**src/rtl/branch_resolver_pkg.sv**
```systemverilog
// Shared branch types: funct3 codes, XLEN, and the condition evaluator used by branch_resolver.
package branch_resolver_pkg;

  localparam int unsigned XLEN = 32;

  typedef enum logic [2:0] {
    BEQ  = 3'b000,
    BNE  = 3'b001,
    BLT  = 3'b100,
    BGE  = 3'b101,
    BLTU = 3'b110,
    BGEU = 3'b111
  } br_funct3_e;

  typedef struct packed {
    logic taken;
    logic illegal;
  } br_cond_t;

  // Flags describe a - b computed as a + ~b + 1, so c=1 means a >= b unsigned.
  function automatic br_cond_t br_eval(input logic [2:0] funct3,
                                       input logic n, input logic z,
                                       input logic c, input logic v);
    br_cond_t r;
    r = '0;
    case (funct3)
      BEQ:     r.taken = z;
      BNE:     r.taken = !z;
      BLT:     r.taken = n ^ v;
      BGE:     r.taken = !(n ^ v);
      BLTU:    r.taken = !c;
      BGEU:    r.taken = c;
      default: r.illegal = 1'b1;
    endcase
    return r;
  endfunction

endpackage

```
**src/rtl/branch_resolver_if.sv**
```systemverilog
// Handshake and payload bundle for branch_resolver; slave is the resolver side, master the driver side.
interface branch_resolver_if
  import branch_resolver_pkg::*;
#(
  parameter int unsigned N = XLEN
) ();

  logic         in_valid;
  logic         in_ready;
  logic [2:0]   funct3;
  logic         n;
  logic         z;
  logic         c;
  logic         v;
  logic [N-1:0] pc;
  logic [N-1:0] imm;
  logic         out_valid;
  logic         out_ready;
  logic         taken;
  logic [N-1:0] target;
  logic         illegal;
  logic [31:0]  taken_cnt;
  logic [31:0]  total_cnt;

  modport slave (
    input  in_valid, funct3, n, z, c, v, pc, imm, out_ready,
    output in_ready, out_valid, taken, target, illegal, taken_cnt, total_cnt
  );

  modport master (
    output in_valid, funct3, n, z, c, v, pc, imm, out_ready,
    input  in_ready, out_valid, taken, target, illegal, taken_cnt, total_cnt
  );

endinterface

```
**src/rtl/branch_resolver_skid_buffer.sv**
```systemverilog
// Generic two-entry pipeline stage: output register plus one skid entry, registered in_ready.
module skid_buffer #(
  parameter int unsigned W = 8
) (
  input  logic         clk,
  input  logic         rst,
  input  logic         in_valid_i,
  output logic         in_ready_o,
  input  logic [W-1:0] in_data_i,
  output logic         out_valid_o,
  input  logic         out_ready_i,
  output logic [W-1:0] out_data_o
);

  logic         out_valid_q, out_valid_d;
  logic [W-1:0] out_data_q, out_data_d;
  logic         skid_valid_q, skid_valid_d;
  logic [W-1:0] skid_data_q, skid_data_d;
  logic         in_ready_q;
  logic         accept;
  logic         drain;

  assign accept = in_valid_i && in_ready_q;
  assign drain  = out_valid_q && out_ready_i;

  // in_ready_q mirrors !skid_valid_q, so accept never coincides with a full skid.
  always_comb begin
    out_valid_d  = out_valid_q;
    out_data_d   = out_data_q;
    skid_valid_d = skid_valid_q;
    skid_data_d  = skid_data_q;
    if (!out_valid_q || drain) begin
      if (skid_valid_q) begin
        out_valid_d  = 1'b1;
        out_data_d   = skid_data_q;
        skid_valid_d = 1'b0;
      end else begin
        out_valid_d = accept;
        if (accept) begin
          out_data_d = in_data_i;
        end
      end
    end else if (accept) begin
      skid_valid_d = 1'b1;
      skid_data_d  = in_data_i;
    end
  end

  always_ff @(posedge clk or posedge rst) begin
    if (rst) begin
      out_valid_q  <= 1'b0;
      out_data_q   <= '0;
      skid_valid_q <= 1'b0;
      skid_data_q  <= '0;
      in_ready_q   <= 1'b1;
    end else begin
      out_valid_q  <= out_valid_d;
      out_data_q   <= out_data_d;
      skid_valid_q <= skid_valid_d;
      skid_data_q  <= skid_data_d;
      in_ready_q   <= !skid_valid_d;
    end
  end

  assign in_ready_o  = in_ready_q;
  assign out_valid_o = out_valid_q;
  assign out_data_o  = out_data_q;

endmodule

```
**src/rtl/branch_resolver.sv**
```systemverilog
// Resolves branch condition and target with a 1-cycle skid-buffered pipeline.
// Optional statistics counters enabled by macro BRANCH_RESOLVER_STATS_EN.
module branch_resolver
  import branch_resolver_pkg::*;
#(
  parameter int unsigned N = XLEN
) (
  input logic               clk,
  input logic               rst,
  branch_resolver_if.slave  bus
);

  localparam int unsigned W = N + 2;

  br_cond_t     cond;
  logic [N-1:0] tgt;
  logic [W-1:0] in_data;
  logic [W-1:0] out_data;

  always_comb begin
    cond = br_eval(bus.funct3, bus.n, bus.z, bus.c, bus.v);
    tgt  = bus.pc + bus.imm;
  end

  assign in_data = {cond.taken, cond.illegal, tgt};

  skid_buffer #(
    .W(W)
  ) u_skid (
    .clk         (clk),
    .rst         (rst),
    .in_valid_i  (bus.in_valid),
    .in_ready_o  (bus.in_ready),
    .in_data_i   (in_data),
    .out_valid_o (bus.out_valid),
    .out_ready_i (bus.out_ready),
    .out_data_o  (out_data)
  );

  assign bus.taken   = out_data[W-1];
  assign bus.illegal = out_data[W-2];
  assign bus.target  = out_data[N-1:0];

`ifdef BRANCH_RESOLVER_STATS_EN
  logic [31:0] taken_cnt_q;
  logic [31:0] total_cnt_q;

  always_ff @(posedge clk or posedge rst) begin
    if (rst) begin
      taken_cnt_q <= '0;
      total_cnt_q <= '0;
    end else if (bus.out_valid && bus.out_ready) begin
      total_cnt_q <= total_cnt_q + 32'd1;
      taken_cnt_q <= taken_cnt_q + {31'd0, bus.taken};
    end
  end

  assign bus.taken_cnt = taken_cnt_q;
  assign bus.total_cnt = total_cnt_q;
`else
  assign bus.taken_cnt = '0;
  assign bus.total_cnt = '0;
`endif

endmodule

```
**src/flat_wrapper.sv**
```systemverilog
// flat-port wrapper written by rule: the top's interface ports become plain ports
module branch_resolver_flat import branch_resolver_pkg::*;
#(
  parameter int unsigned N = XLEN
)
  (clk, rst, bus_in_valid, bus_funct3, bus_n, bus_z, bus_c, bus_v, bus_pc, bus_imm, bus_out_ready, bus_in_ready, bus_out_valid, bus_taken, bus_target, bus_illegal, bus_taken_cnt, bus_total_cnt);
  branch_resolver_if #(.N(N)) bus_i ();
  input logic clk;
  input logic rst;
  input wire logic [$bits(bus_i.in_valid)-1:0] bus_in_valid;
  input wire logic [$bits(bus_i.funct3)-1:0] bus_funct3;
  input wire logic [$bits(bus_i.n)-1:0] bus_n;
  input wire logic [$bits(bus_i.z)-1:0] bus_z;
  input wire logic [$bits(bus_i.c)-1:0] bus_c;
  input wire logic [$bits(bus_i.v)-1:0] bus_v;
  input wire logic [$bits(bus_i.pc)-1:0] bus_pc;
  input wire logic [$bits(bus_i.imm)-1:0] bus_imm;
  input wire logic [$bits(bus_i.out_ready)-1:0] bus_out_ready;
  output wire logic [$bits(bus_i.in_ready)-1:0] bus_in_ready;
  output wire logic [$bits(bus_i.out_valid)-1:0] bus_out_valid;
  output wire logic [$bits(bus_i.taken)-1:0] bus_taken;
  output wire logic [$bits(bus_i.target)-1:0] bus_target;
  output wire logic [$bits(bus_i.illegal)-1:0] bus_illegal;
  output wire logic [$bits(bus_i.taken_cnt)-1:0] bus_taken_cnt;
  output wire logic [$bits(bus_i.total_cnt)-1:0] bus_total_cnt;
  assign bus_i.in_valid = bus_in_valid;
  assign bus_i.funct3 = bus_funct3;
  assign bus_i.n = bus_n;
  assign bus_i.z = bus_z;
  assign bus_i.c = bus_c;
  assign bus_i.v = bus_v;
  assign bus_i.pc = bus_pc;
  assign bus_i.imm = bus_imm;
  assign bus_i.out_ready = bus_out_ready;
  assign bus_in_ready = bus_i.in_ready;
  assign bus_out_valid = bus_i.out_valid;
  assign bus_taken = bus_i.taken;
  assign bus_target = bus_i.target;
  assign bus_illegal = bus_i.illegal;
  assign bus_taken_cnt = bus_i.taken_cnt;
  assign bus_total_cnt = bus_i.total_cnt;
  branch_resolver #(.N(N)) u_core (.clk(clk), .rst(rst), .bus(bus_i));
endmodule
```
**config.mk**
```make
export PLATFORM = sky130hd
export DESIGN_NAME = branch_resolver_flat
export DESIGN_NICKNAME = d
export VERILOG_FILES = /design/src/rtl/branch_resolver_pkg.sv /design/src/rtl/branch_resolver_if.sv /design/src/rtl/branch_resolver_skid_buffer.sv /design/src/rtl/branch_resolver.sv /design/src/flat_wrapper.sv
export SDC_FILE = /design/constraint.sdc
export NUM_CORES = 1
export LEC_CHECK = 0
export ABC_AREA = 1
export CORE_AREA = 2 2 114 116
export CTS_CLUSTER_SIZE = 12
export DETAILED_ROUTE_END_ITERATION = 10
export DIE_AREA = 0 0 116 118
export GPL_ROUTABILITY_DRIVEN = 0
export PLACE_DENSITY = 0.81
export SLEW_MARGIN = 10
export SYNTH_ARGS = -nofsm -noshare
export SYNTH_HDL_FRONTEND = slang
export SYNTH_SLANG_ARGS = --single-unit
```
**constraint.sdc**
```tcl
create_clock -name clk -period 3.5 [get_ports clk]
set_clock_uncertainty 0.2 [all_clocks]
set_input_delay 1.05 -clock clk [delete_from_list [all_inputs] [get_ports clk]]
set_output_delay 1.05 -clock clk [all_outputs]
set_load 0.005 [all_outputs]
```
==> results of run 1 <==
==> Yosys cell counts <==
master,n,area share
a21o_1,3,0.0038
xor2_1,10,0.015
or2_2,1,0.0011
nor2_1,60,0.038
o21ai_2,4,0.0059
a21oi_2,1,0.0015
nor2_2,1,0.0011
conb_1,1,0.00063
nand3_2,4,0.0067
inv_2,2,0.0013
nand4_1,1,0.0011
nand2_2,12,0.013
buf_4,65,0.082
buf_2,9,0.0076
a21boi_0,1,0.0013
nand3b_2,1,0.0019
o21ai_0,26,0.022
nand3_1,38,0.032
nor3_1,1,0.00084
a31oi_1,7,0.0074
xnor2_1,7,0.010
clkbuf_1,9,0.0057
a21oi_1,47,0.040
ha_1,31,0.065
o21bai_1,2,0.0025
o21a_1,4,0.0050
inv_1,147,0.093
o22ai_1,1,0.0011
fa_1,1,0.0034
nor3_2,3,0.0050
dfrtp_1,70,0.29
nand2_1,353,0.22
dfstp_2,1,0.0044
o21ai_1,6,0.0050
==> worst max-delay path, stage by stage <==
cell and delay (ns):
clkdlybuf4s50_1 0.40, ha_1 0.24, fa_1 0.43, nand2_1 0.11, nand3_2 0.09, nand2_1 0.09
nand2_2 0.09, xor2_1 0.32, o21ai_0 0.16, nand2_1 0.08
==> stage by stage <==
step / power (W) / utilization
2_1_floorplan: 0.001979 / -
3_3_place_gp: 0.002470 / 0.5655
3_5_place_dp: 0.002507 / 0.5655
4_1_cts: 0.003441 / 0.5904
5_1_grt: 0.003678 / 0.5904
6_report: 0.003422 / 0.5904
==> metal layers <==
metal	track usage	wire length, um	vias to the layer above
met1	0.3071	6502	2472
met3	0.01957	787	14
met5	0	0	-
met4	0.05878	206	0
met2	0.3352	6204	186
li1	-	-	2924
==> final timing paths <==
check	startpoint	endpoint	slack (ns)	cells past startpoint
setup / recovery	bus_imm[0]	u_core.u_skid.out_data_o[10]	0.51	10
hold / removal	u_core.u_skid.out_data_o[23]	u_core.u_skid.out_data_o[23]	0.27	2
setup reg to reg	u_core.u_skid.skid_valid_q	u_core.u_skid.out_data_o[11]	1.42	8
hold reg to reg	u_core.u_skid.out_data_o[23]	u_core.u_skid.out_data_o[23]	0.27	2
max in group asynchronous	rst	u_core.u_skid.skid_data_q[24]	1.61	3
min in group asynchronous	rst	u_core.u_skid.out_data_o[31]	0.90	2
==> registers in the layout (all words and copies together) (netlist names) <==
| register | flops |
|---|---|
| u_core.u_skid.skid_data_q | 34 |
| u_core.u_skid.out_data_o | 34 |
| u_core.u_skid.out_valid_o | 1 |
| u_core.u_skid.in_ready_o | 1 |
| u_core.u_skid.skid_valid_q | 1 |
==> cell families after synthesis <==
group / share of synthesized area
AOI/OAI and AO/OA: 0.09485
buffers and inverters: 0.1893
DFF: 0.2988
xor gates and xnor gates: 0.02503
and+or+nand+nor: 0.3228
adders and majority gates: 0.06856
other: 0.0006303
==> area by class of cell <==
type | instances | share of cell area
clock buffers | 11 | 0.03448
clock inverters | 5 | 0.007682
flip-flops and latches | 71 | 0.2426
inverters | 149 | 0.07631
repair buffers | 117 | 0.1608
multi-input cells | 690 | 0.4488
well taps | 172 | 0.02936
==> power groups by stage <==
| stage | sequential, W | combinational [W] | clock, W |
|---|---|---|---|
| global route | 0.00125 | 0.00145 | 0.000981 |
| floorplan | 0.00121 | 0.000767 | 0 |
| global placement | 0.00122 | 0.00125 | 0 |
| finish | 0.00122 | 0.00128 | 0.000926 |
| CTS | 0.00122 | 0.00128 | 0.000938 |
| detailed placement | 0.00123 | 0.00128 | 0 |
==> impl_results.html, run 1 <==
<table>
<tr><th>Metric</th><th>Value</th></tr>
<tr><th colspan="2">Final layout</th></tr>
<tr><td>Most frequent cells in the layout</td><td>353 x nand2_1, 146 x inv_1, 110 x clkdlybuf4s50_1, 70 x dfrtp_1, 64 x conb_1</td></tr>
<tr><td>Antenna cells</td><td>0</td></tr>
<tr><td>Proportion of layout cells with a drive suffix above 1</td><td>0.05273</td></tr>
<tr><td>Footprint of the flip-flops and latches</td><td>1778 sq um</td></tr>
<tr><td>Number of cells in the finished layout apart from fillers</td><td>1215</td></tr>
<tr><td>Layout Area Growth over Synthesis</td><td>23.20%</td></tr>
<tr><td>Fill cell count</td><td>1198</td></tr>
<tr><td>Most common library cell in the layout ignoring fill and taps</td><td>nand2_1</td></tr>
<tr><td>Post-layout net count</td><td>1145</td></tr>
<tr><td>Post-route cell area</td><td>7330 sq um</td></tr>
<tr><td>Area of combinational cells with multiple inputs</td><td>3289 sq um</td></tr>
<tr><th colspan="2">Yosys</th></tr>
<tr><td>Gate Count Post-Synth</td><td>930</td></tr>
<tr><td>Post-Synthesis Cell Area</td><td>5949 sq um</td></tr>
<tr><td>Number of synthesized register bits</td><td>71</td></tr>
<tr><td>Sequential element share of the synthesized area</td><td>0.2988</td></tr>
<tr><td>Average cell area after synthesis</td><td>6.397 sq um</td></tr>
<tr><td>Warnings, synthesis</td><td>0</td></tr>
<tr><td>Post-synth cell types</td><td>34</td></tr>
<tr><th colspan="2">Floorplanning</th></tr>
<tr><td>Standard cell core area</td><td>12410 sq um</td></tr>
<tr><td>Total Die Area</td><td>13690 sq um</td></tr>
<tr><td>Initial standard-cell utilization of the core</td><td>0.4792</td></tr>
<tr><td>X dimension of the die</td><td>116 um</td></tr>
<tr><td>Number of top-level pins</td><td>175</td></tr>
<tr><td>Std cell rows</td><td>41</td></tr>
<tr><td>Die H</td><td>118 um</td></tr>
<tr><th colspan="2">Placement</th></tr>
<tr><td>Post-DP HPWL</td><td>11030 um</td></tr>
<tr><td>Buffers on Ports</td><td>110</td></tr>
<tr><td>Area of placed instances</td><td>7020 sq um</td></tr>
<tr><td>Worst setup slack after placement</td><td>0.1867 ns</td></tr>
<tr><td>DP Cell Count</td><td>1199</td></tr>
<tr><th colspan="2">Pwr</th></tr>
<tr><td>Relative contribution of combinational cells to total power</td><td>0.373</td></tr>
<tr><td>P_int</td><td>0.002281 W</td></tr>
<tr><td>Worst-case vdd ir drop</td><td>0.2635 mV</td></tr>
<tr><td>Switching component of the power</td><td>0.001141 W</td></tr>
<tr><td>Leakage power</td><td>4.129 nW</td></tr>
<tr><td>Cell area power density</td><td>466.9 nW/um^2</td></tr>
<tr><td>Sequential cell fraction of total power</td><td>0.356</td></tr>
<tr><td>Switching part of the total</td><td>0.3333</td></tr>
<tr><td>Fraction of power consumed by the clock network</td><td>0.271</td></tr>
<tr><th colspan="2">Routing</th></tr>
<tr><td>Remaining number of nets flagged by the antenna check after routing</td><td>0</td></tr>
<tr><td>Wire per inst</td><td>11.28 um</td></tr>
<tr><td>Number of search-and-repair iterations in the first detailed-routing pass</td><td>6</td></tr>
<tr><td>Routed wire length</td><td>13700 um</td></tr>
<tr><td>Vias</td><td>5596</td></tr>
<tr><td>Number of violations reported at the end of detailed-routing iteration 0</td><td>267</td></tr>
<tr><td>Post-detailed-route DRC marker count</td><td>0</td></tr>
<tr><td>Vias per inst</td><td>4.606</td></tr>
<tr><th colspan="2">STA</th></tr>
<tr><td>Achievable frequency</td><td>0.3341 GHz</td></tr>
<tr><td>Count of endpoints failing setup in the final report</td><td>0</td></tr>
<tr><td>Max-slew headroom</td><td>0.6093</td></tr>
<tr><td>Slew at the pin with the worst max-slew slack</td><td>0.5852 ns</td></tr>
<tr><td>Worst-case hold slack</td><td>0.2727 ns</td></tr>
<tr><td>RSZ-0062 raised after global routing</td><td>no</td></tr>
<tr><td>Count of final hold-check violations</td><td>0</td></tr>
<tr><td>Final worst path period share</td><td>0.8552</td></tr>
<tr><td>Final WS setup</td><td>0.5069 ns</td></tr>
<tr><td>Max Slew Vio Count</td><td>0</td></tr>
<tr><td>Final setup TNS</td><td>0 ns</td></tr>
<tr><td>Period minus WS final</td><td>2.993 ns</td></tr>
<tr><th colspan="2">Worst setup path</th></tr>
<tr><td>CP Class</td><td>primary input to register</td></tr>
<tr><td>Capturing element type of the critical path</td><td>register</td></tr>
<tr><td>Data arrival time of the critical path</td><td>3.06 ns</td></tr>
<tr><td>Crit path required time</td><td>3.57 ns</td></tr>
<tr><td>Setup crit start kind</td><td>primary input</td></tr>
<tr><td>Maximum fanout along the worst path</td><td>3</td></tr>
<tr><th colspan="2">Global routing</th></tr>
<tr><td>Pin count of the biggest net entering global routing</td><td>43</td></tr>
<tr><td>Global-route usage over all layers</td><td>0.2114</td></tr>
<tr><td>First-pass GRT wire length</td><td>23560 um</td></tr>
<tr><td>Via count of the first global-routing pass</td><td>5101</td></tr>
<tr><td>Total grt overflow</td><td>0</td></tr>
<tr><td>Initial antenna violation count</td><td>0</td></tr>
<tr><th colspan="2">Clock tree</th></tr>
<tr><td>Total clock buffers created by CTS</td><td>9</td></tr>
<tr><td>Number of setup buffers added after CTS</td><td>0</td></tr>
<tr><td>Resize count post-CTS</td><td>0</td></tr>
<tr><td>Sinks on the clock net</td><td>71</td></tr>
<tr><td>TritonCTS clock tree</td><td>yes</td></tr>
<tr><td>Clock latency on the worst-skew pair</td><td>0.33 ns</td></tr>
<tr><td>Count of hold buffers inserted by post-cts repair</td><td>0</td></tr>
<tr><td>Clk pin slew, worst setup/hold paths</td><td>0.06 ns</td></tr>
<tr><td>Clock tree root buffer cell</td><td>clkbuf_16</td></tr>
<tr><td>H-tree depth</td><td>3</td></tr>
<tr><td>Number of buffers on the longest clock path</td><td>2</td></tr>
<tr><th colspan="2">Outcome</th></tr>
<tr><td>Status</td><td>finished clean</td></tr>
<tr><th colspan="2">Flow run</th></tr>
<tr><td>Max-capacitance violation count</td><td>0</td></tr>
<tr><th colspan="2">Hold path</th></tr>
<tr><td>Type of the worst min-delay path</td><td>register to register</td></tr>
</table>
Note: power is estimated with default switching activity, not from simulation.
==> run 2: changes to the inputs <==
--- a/config.mk
+++ b/config.mk
@@ -6,10 +6,10 @@
 export NUM_CORES = 1
 export LEC_CHECK = 0
 export ABC_AREA = 1
-export CORE_AREA = 2 2 114 116
+export CORE_AREA = 2 2 81 161
 export CTS_CLUSTER_SIZE = 12
 export DETAILED_ROUTE_END_ITERATION = 10
-export DIE_AREA = 0 0 116 118
+export DIE_AREA = 0 0 83 163
 export GPL_ROUTABILITY_DRIVEN = 0
 export PLACE_DENSITY = 0.81
 export SLEW_MARGIN = 10
==> impl_results.html, run 2 (synthesized netlist as in run 1, its figures left out) <==
<table>
<tr><th>Metric</th><th>Value</th></tr>
<tr><th colspan="2">Pwr</th></tr>
<tr><td>Cell area power density</td><td>469.6 nW/um^2</td></tr>
<tr><td>Worst-case vdd ir drop</td><td>0.4470 mV</td></tr>
<tr><td>Leakage power</td><td>4.124 nW</td></tr>
<tr><td>Overall power</td><td>0.003427 W</td></tr>
<tr><th colspan="2">Clock tree</th></tr>
<tr><td>H-tree depth</td><td>3</td></tr>
<tr><td>Resize count post-CTS</td><td>0</td></tr>
<tr><td>Clk pin slew, worst setup/hold paths</td><td>0.06 ns</td></tr>
<tr><td>Total clock buffers created by CTS</td><td>9</td></tr>
<tr><td>Count of hold buffers inserted by post-cts repair</td><td>0</td></tr>
<tr><td>Number of buffers on the longest clock path</td><td>2</td></tr>
<tr><td>Clock tree root buffer cell</td><td>clkbuf_16</td></tr>
<tr><td>Number of setup buffers added after CTS</td><td>0</td></tr>
<tr><td>Clock latency on the worst-skew pair</td><td>0.34 ns</td></tr>
<tr><td>Sinks on the clock net</td><td>71</td></tr>
<tr><td>TritonCTS clock tree</td><td>yes</td></tr>
<tr><th colspan="2">Floorplanning</th></tr>
<tr><td>Std cell rows</td><td>58</td></tr>
<tr><td>Total Die Area</td><td>13530 sq um</td></tr>
<tr><td>Number of top-level pins</td><td>175</td></tr>
<tr><td>Die H</td><td>163 um</td></tr>
<tr><td>Standard cell core area</td><td>12410 sq um</td></tr>
<tr><td>Initial standard-cell utilization of the core</td><td>0.4794</td></tr>
<tr><td>X dimension of the die</td><td>83 um</td></tr>
<tr><th colspan="2">Final layout</th></tr>
<tr><td>Post-layout net count</td><td>1144</td></tr>
<tr><td>Antenna cells</td><td>0</td></tr>
<tr><td>Proportion of layout cells with a drive suffix above 1</td><td>0.05182</td></tr>
<tr><td>Layout Area Growth over Synthesis</td><td>22.65%</td></tr>
<tr><td>Most frequent cells in the layout</td><td>353 x nand2_1, 146 x inv_1, 110 x clkdlybuf4s50_1, 70 x dfrtp_1, 64 x conb_1</td></tr>
<tr><td>Final Util</td><td>0.5880</td></tr>
<tr><td>Most common library cell in the layout ignoring fill and taps</td><td>nand2_1</td></tr>
<tr><td>Number of cells in the finished layout apart from fillers</td><td>1192</td></tr>
<tr><th colspan="2">Routing</th></tr>
<tr><td>Number of search-and-repair iterations in the first detailed-routing pass</td><td>5</td></tr>
<tr><td>Post-detailed-route DRC marker count</td><td>0</td></tr>
<tr><td>Number of violations reported at the end of detailed-routing iteration 0</td><td>426</td></tr>
<tr><td>Routed wire length</td><td>13790 um</td></tr>
<tr><td>Vias</td><td>5630</td></tr>
<tr><td>Remaining number of nets flagged by the antenna check after routing</td><td>0</td></tr>
<tr><td>Wire per inst</td><td>11.57 um</td></tr>
<tr><td>Vias per inst</td><td>4.723</td></tr>
<tr><th colspan="2">Hold path</th></tr>
<tr><td>Hold Crit Depth</td><td>2</td></tr>
<tr><td>Type of the worst min-delay path</td><td>register to register</td></tr>
<tr><th colspan="2">Global routing</th></tr>
<tr><td>Via count of the first global-routing pass</td><td>5251</td></tr>
<tr><td>Total grt overflow</td><td>0</td></tr>
<tr><td>Pin count of the biggest net entering global routing</td><td>51</td></tr>
<tr><td>First-pass GRT wire length</td><td>22920 um</td></tr>
<tr><td>Initial antenna violation count</td><td>0</td></tr>
<tr><td>Global-route usage over all layers</td><td>0.2027</td></tr>
<tr><th colspan="2">STA</th></tr>
<tr><td>Slew at the pin with the worst max-slew slack</td><td>1.005 ns</td></tr>
<tr><td>Final worst path period share</td><td>0.8642</td></tr>
<tr><td>Count of endpoints failing setup in the final report</td><td>0</td></tr>
<tr><td>Final WS setup</td><td>0.4753 ns</td></tr>
<tr><td>Final setup TNS</td><td>0 ns</td></tr>
<tr><td>Achievable frequency</td><td>0.3306 GHz</td></tr>
<tr><td>Period minus WS final</td><td>3.025 ns</td></tr>
<tr><td>Max Slew Vio Count</td><td>0</td></tr>
<tr><td>RSZ-0062 raised after global routing</td><td>no</td></tr>
<tr><td>Count of final hold-check violations</td><td>0</td></tr>
<tr><td>Max-slew headroom</td><td>0.3296</td></tr>
<tr><th colspan="2">Worst setup path</th></tr>
<tr><td>Capturing element type of the critical path</td><td>register</td></tr>
<tr><td>Setup crit start kind</td><td>primary input</td></tr>
<tr><td>Data arrival time of the critical path</td><td>3.05 ns</td></tr>
<tr><td>Maximum fanout along the worst path</td><td>3</td></tr>
<tr><td>Depth of the worst register-to-register path</td><td>5</td></tr>
<tr><td>Crit path required time</td><td>3.52 ns</td></tr>
<tr><td>CP Class</td><td>primary input to register</td></tr>
<tr><td>Reg-to-reg setup timing slack</td><td>1.37 ns</td></tr>
<tr><th colspan="2">Placement</th></tr>
<tr><td>DP Cell Count</td><td>1176</td></tr>
<tr><td>Post-DP HPWL</td><td>11200 um</td></tr>
<tr><td>Buffers on Ports</td><td>110</td></tr>
<tr><td>Worst setup slack after placement</td><td>0.1395 ns</td></tr>
<tr><th colspan="2">Outcome</th></tr>
<tr><td>Status</td><td>finished clean</td></tr>
<tr><th colspan="2">Flow run</th></tr>
<tr><td>Max-capacitance violation count</td><td>0</td></tr>
</table>
-- run 2: area by class of cell --
| class | instances | area, sq um |
|---|---|---|
| fillers | 1177 | 5112 |
| multi-input cells | 690 | 3289 |
| flip-flops and latches | 71 | 1778 |
| repair buffers | 116 | 1171 |
| inverters | 149 | 559.3 |
| clock buffers | 9 | 225.2 |
| well taps | 150 | 187.7 |
| clock inverters | 7 | 86.33 |
-- run 2: final timing paths --
path,from,to
max in group asynchronous,rst,u_core.u_skid.out_data_o[33]
min in group asynchronous,rst,u_core.u_skid.out_data_o[27]
setup / recovery,bus_imm[0],u_core.u_skid.out_data_o[28]
setup reg to reg,u_core.u_skid.skid_valid_q,u_core.u_skid.out_data_o[12]
hold / removal,u_core.u_skid.out_data_o[27],u_core.u_skid.out_data_o[27]
hold reg to reg,u_core.u_skid.out_data_o[27],u_core.u_skid.out_data_o[27]
-- run 2: per-stage QoR --
step	area, sq um	hold slack [ns]
4_1_cts	7297	0.2810
6_report	7297	0.2766
2_1_floorplan	6186	0.2417
3_3_place_gp	6985	0.2540
5_1_grt	7297	0.2925
3_5_place_dp	6985	0.2644
-- run 2: power by group --
| group | leakage [nW] | switching (W) | internal [W] |
|---|---|---|---|
| logic | 3.11 | 0.000661 | 0.000609 |
| clock network | 0.150 | 0.000373 | 0.000567 |
| registers | 0.859 | 0.000135 | 0.00108 |
-- run 2: worst max-delay path: stages --
cell and delay [ns]:
clkdlybuf4s50_1 0.40, ha_1 0.25, fa_1 0.43, nand3_1 0.11, nand3_1 0.13, nand3_1 0.12, nand3_2 0.10, nand2_1 0.10
nand2_1 0.06, nand2_1 0.08, nand3_1 0.06, nand2_1 0.10, nand2_1 0.05
-- run 2: per-layer routing --
layer	vias up	share of wire	GRT usage
li1	2926	-	-
met1	2508	0.42	0.2433
met2	174	0.51	0.3669
met3	22	0.046	0.02737
met4	0	0.023	0.07228
met5	-	0	0
==> run 3: changes to the inputs <==
--- a/config.mk
+++ b/config.mk
@@ -10,7 +10,6 @@
 export CTS_CLUSTER_SIZE = 12
 export DETAILED_ROUTE_END_ITERATION = 10
 export DIE_AREA = 0 0 83 163
-export GPL_ROUTABILITY_DRIVEN = 0
 export PLACE_DENSITY = 0.81
 export SLEW_MARGIN = 10
 export SYNTH_ARGS = -nofsm -noshare
==> impl_results.html, run 3 (synthesized netlist as in run 1, its figures left out) <==
<table>
<tr><th>Metric</th><th>Value</th></tr>
<tr><th colspan="2">Outcome</th></tr>
<tr><td>Status</td><td>finished clean</td></tr>
<tr><th colspan="2">Final layout</th></tr>
<tr><td>Fill cell count</td><td>1180</td></tr>
<tr><td>Layout Area Growth over Synthesis</td><td>23.01%</td></tr>
<tr><td>Antenna cells</td><td>0</td></tr>
<tr><td>Most frequent cells in the layout</td><td>353 x nand2_1, 146 x inv_1, 110 x clkdlybuf4s50_1, 70 x dfrtp_1, 64 x conb_1</td></tr>
<tr><td>Most common library cell in the layout ignoring fill and taps</td><td>nand2_1</td></tr>
<tr><td>Post-layout net count</td><td>1145</td></tr>
<tr><td>Proportion of layout cells with a drive suffix above 1</td><td>0.05273</td></tr>
<tr><th colspan="2">Worst setup path</th></tr>
<tr><td>Capturing element type of the critical path</td><td>register</td></tr>
<tr><td>Setup crit start kind</td><td>primary input</td></tr>
<tr><td>Crit path required time</td><td>3.53 ns</td></tr>
<tr><td>Data arrival time of the critical path</td><td>3.09 ns</td></tr>
<tr><td>Reg-to-reg setup timing slack</td><td>1.50 ns</td></tr>
<tr><td>CP Class</td><td>primary input to register</td></tr>
<tr><td>Maximum fanout along the worst path</td><td>3</td></tr>
<tr><th colspan="2">STA</th></tr>
<tr><td>Final WS setup</td><td>0.4355 ns</td></tr>
<tr><td>Achievable frequency</td><td>0.3263 GHz</td></tr>
<tr><td>Slew at the pin with the worst max-slew slack</td><td>0.5895 ns</td></tr>
<tr><td>Period minus WS final</td><td>3.064 ns</td></tr>
<tr><td>Final setup TNS</td><td>0 ns</td></tr>
<tr><td>Count of endpoints failing setup in the final report</td><td>0</td></tr>
<tr><td>Max Slew Vio Count</td><td>0</td></tr>
<tr><td>Max-slew headroom</td><td>0.6064</td></tr>
<tr><td>Final worst path period share</td><td>0.8756</td></tr>
<tr><td>Count of final hold-check violations</td><td>0</td></tr>
<tr><td>RSZ-0062 raised after global routing</td><td>no</td></tr>
<tr><th colspan="2">Floorplanning</th></tr>
<tr><td>Std cell rows</td><td>58</td></tr>
<tr><td>Number of top-level pins</td><td>175</td></tr>
<tr><td>X dimension of the die</td><td>83 um</td></tr>
<tr><td>Standard cell core area</td><td>12410 sq um</td></tr>
<tr><td>Total Die Area</td><td>13530 sq um</td></tr>
<tr><td>Initial standard-cell utilization of the core</td><td>0.4794</td></tr>
<tr><td>Die H</td><td>163 um</td></tr>
<tr><th colspan="2">Clock tree</th></tr>
<tr><td>Resize count post-CTS</td><td>0</td></tr>
<tr><td>Count of hold buffers inserted by post-cts repair</td><td>0</td></tr>
<tr><td>H-tree depth</td><td>3</td></tr>
<tr><td>TritonCTS clock tree</td><td>yes</td></tr>
<tr><td>Total clock buffers created by CTS</td><td>9</td></tr>
<tr><td>Clock latency on the worst-skew pair</td><td>0.33 ns</td></tr>
<tr><td>Clock tree root buffer cell</td><td>clkbuf_16</td></tr>
<tr><td>Clk pin slew, worst setup/hold paths</td><td>0.06 ns</td></tr>
<tr><td>Sinks on the clock net</td><td>71</td></tr>
<tr><td>Number of buffers on the longest clock path</td><td>2</td></tr>
<tr><td>Number of setup buffers added after CTS</td><td>0</td></tr>
<tr><th colspan="2">Pwr</th></tr>
<tr><td>Overall power</td><td>0.003457 W</td></tr>
<tr><td>Cell area power density</td><td>472.3 nW/um^2</td></tr>
<tr><td>Leakage power</td><td>4.137 nW</td></tr>
<tr><td>Worst-case vdd ir drop</td><td>0.4215 mV</td></tr>
<tr><th colspan="2">Global routing</th></tr>
<tr><td>First-pass GRT wire length</td><td>24760 um</td></tr>
<tr><td>Initial antenna violation count</td><td>0</td></tr>
<tr><td>Via count of the first global-routing pass</td><td>5305</td></tr>
<tr><td>Total grt overflow</td><td>0</td></tr>
<tr><td>Pin count of the biggest net entering global routing</td><td>51</td></tr>
<tr><td>Global-route usage over all layers</td><td>0.2243</td></tr>
<tr><th colspan="2">Placement</th></tr>
<tr><td>Worst setup slack after placement</td><td>0.1432 ns</td></tr>
<tr><td>GP Congestion</td><td>0.8531</td></tr>
<tr><td>Buffers on Ports</td><td>110</td></tr>
<tr><td>Post-DP HPWL</td><td>11890 um</td></tr>
<tr><th colspan="2">Routing</th></tr>
<tr><td>Vias per inst</td><td>4.753</td></tr>
<tr><td>Remaining number of nets flagged by the antenna check after routing</td><td>0</td></tr>
<tr><td>Number of search-and-repair iterations in the first detailed-routing pass</td><td>7</td></tr>
<tr><td>Post-detailed-route DRC marker count</td><td>0</td></tr>
<tr><td>Routed wire length</td><td>14840 um</td></tr>
<tr><td>Number of violations reported at the end of detailed-routing iteration 0</td><td>437</td></tr>
<tr><td>Vias</td><td>5670</td></tr>
<tr><td>Wire per inst</td><td>12.44 um</td></tr>
<tr><th colspan="2">Hold path</th></tr>
<tr><td>Type of the worst min-delay path</td><td>register to register</td></tr>
<tr><th colspan="2">Flow run</th></tr>
<tr><td>Max-capacitance violation count</td><td>0</td></tr>
</table>
==> run 3: stage by stage <==
| step | area [sq um] | instances | util | hold slack [ns] |
|---|---|---|---|---|
| 6_report | 7318 | 1193 | 0.5897 | 0.2767 |
| 5_1_grt | 7318 | 1193 | 0.5897 | 0.3018 |
| 4_1_cts | 7318 | 1193 | 0.5897 | 0.2754 |
| 3_5_place_dp | 7005 | 1177 | 0.5645 | 0.2598 |
| 3_3_place_gp | 7005 | 1177 | 0.5645 | 0.2546 |
| 2_1_floorplan | 6186 | 993 | - | 0.2417 |
==> run 3: worst max-delay path: stages <==
cell and delay (ns):
clkdlybuf4s50_1 0.41, ha_1 0.25, fa_1 0.44, nand3_1 0.11, nand3_1 0.14, nand2_1 0.11
nand2_2 0.07, xnor2_1 0.24, o21ai_0 0.15, o21a_1 0.13
==> run 3: layout make-up <==
type,count,area [sq um],area share
Inverter,149,559.3,0.07642
Tap cell,150,187.7,0.02565
Clock buffer,9,225.2,0.03077
Clock inverter,7,87.58,0.01197
Multi-Input combinational cell,690,3289,0.4495
Timing Repair Buffer,117,1191,0.1628
Sequential cell,71,1778,0.2429
==> run 3: per-layer routing <==
metal / vias to the layer above / wire [um] / part of all wire / track usage
li1: 2935 / - / - / -
met1: 2552 / 6286 / 0.42 / 0.2764
met2: 165 / 7696 / 0.52 / 0.4032
met3: 18 / 603 / 0.041 / 0.02838
met4: 0 / 256 / 0.017 / 0.07228
met5: - / 0 / 0 / 0
==> run 3: final timing paths <==
check,end,start,depth (start not counted)
max in group asynchronous,u_core.u_skid.in_ready_o,rst,3
min in group asynchronous,u_core.u_skid.out_data_o[27],rst,2
worst max-delay path,u_core.u_skid.out_data_o[8],bus_imm[0],10
worst min register to register,u_core.u_skid.out_data_o[27],u_core.u_skid.out_data_o[27],2
worst min-delay path,u_core.u_skid.out_data_o[27],u_core.u_skid.out_data_o[27],2
worst max register to register,u_core.u_skid.out_data_o[11],u_core.u_skid.skid_valid_q,7
==> run 3: report_power, final <==
part	switching [W]	internal, W	leakage [nW]
Sequential	0.000138	0.00108	0.859
Clock	0.000380	0.000569	0.154
Combinational	0.000676	0.000612	3.12
Total	0.00119	0.00226	4.14
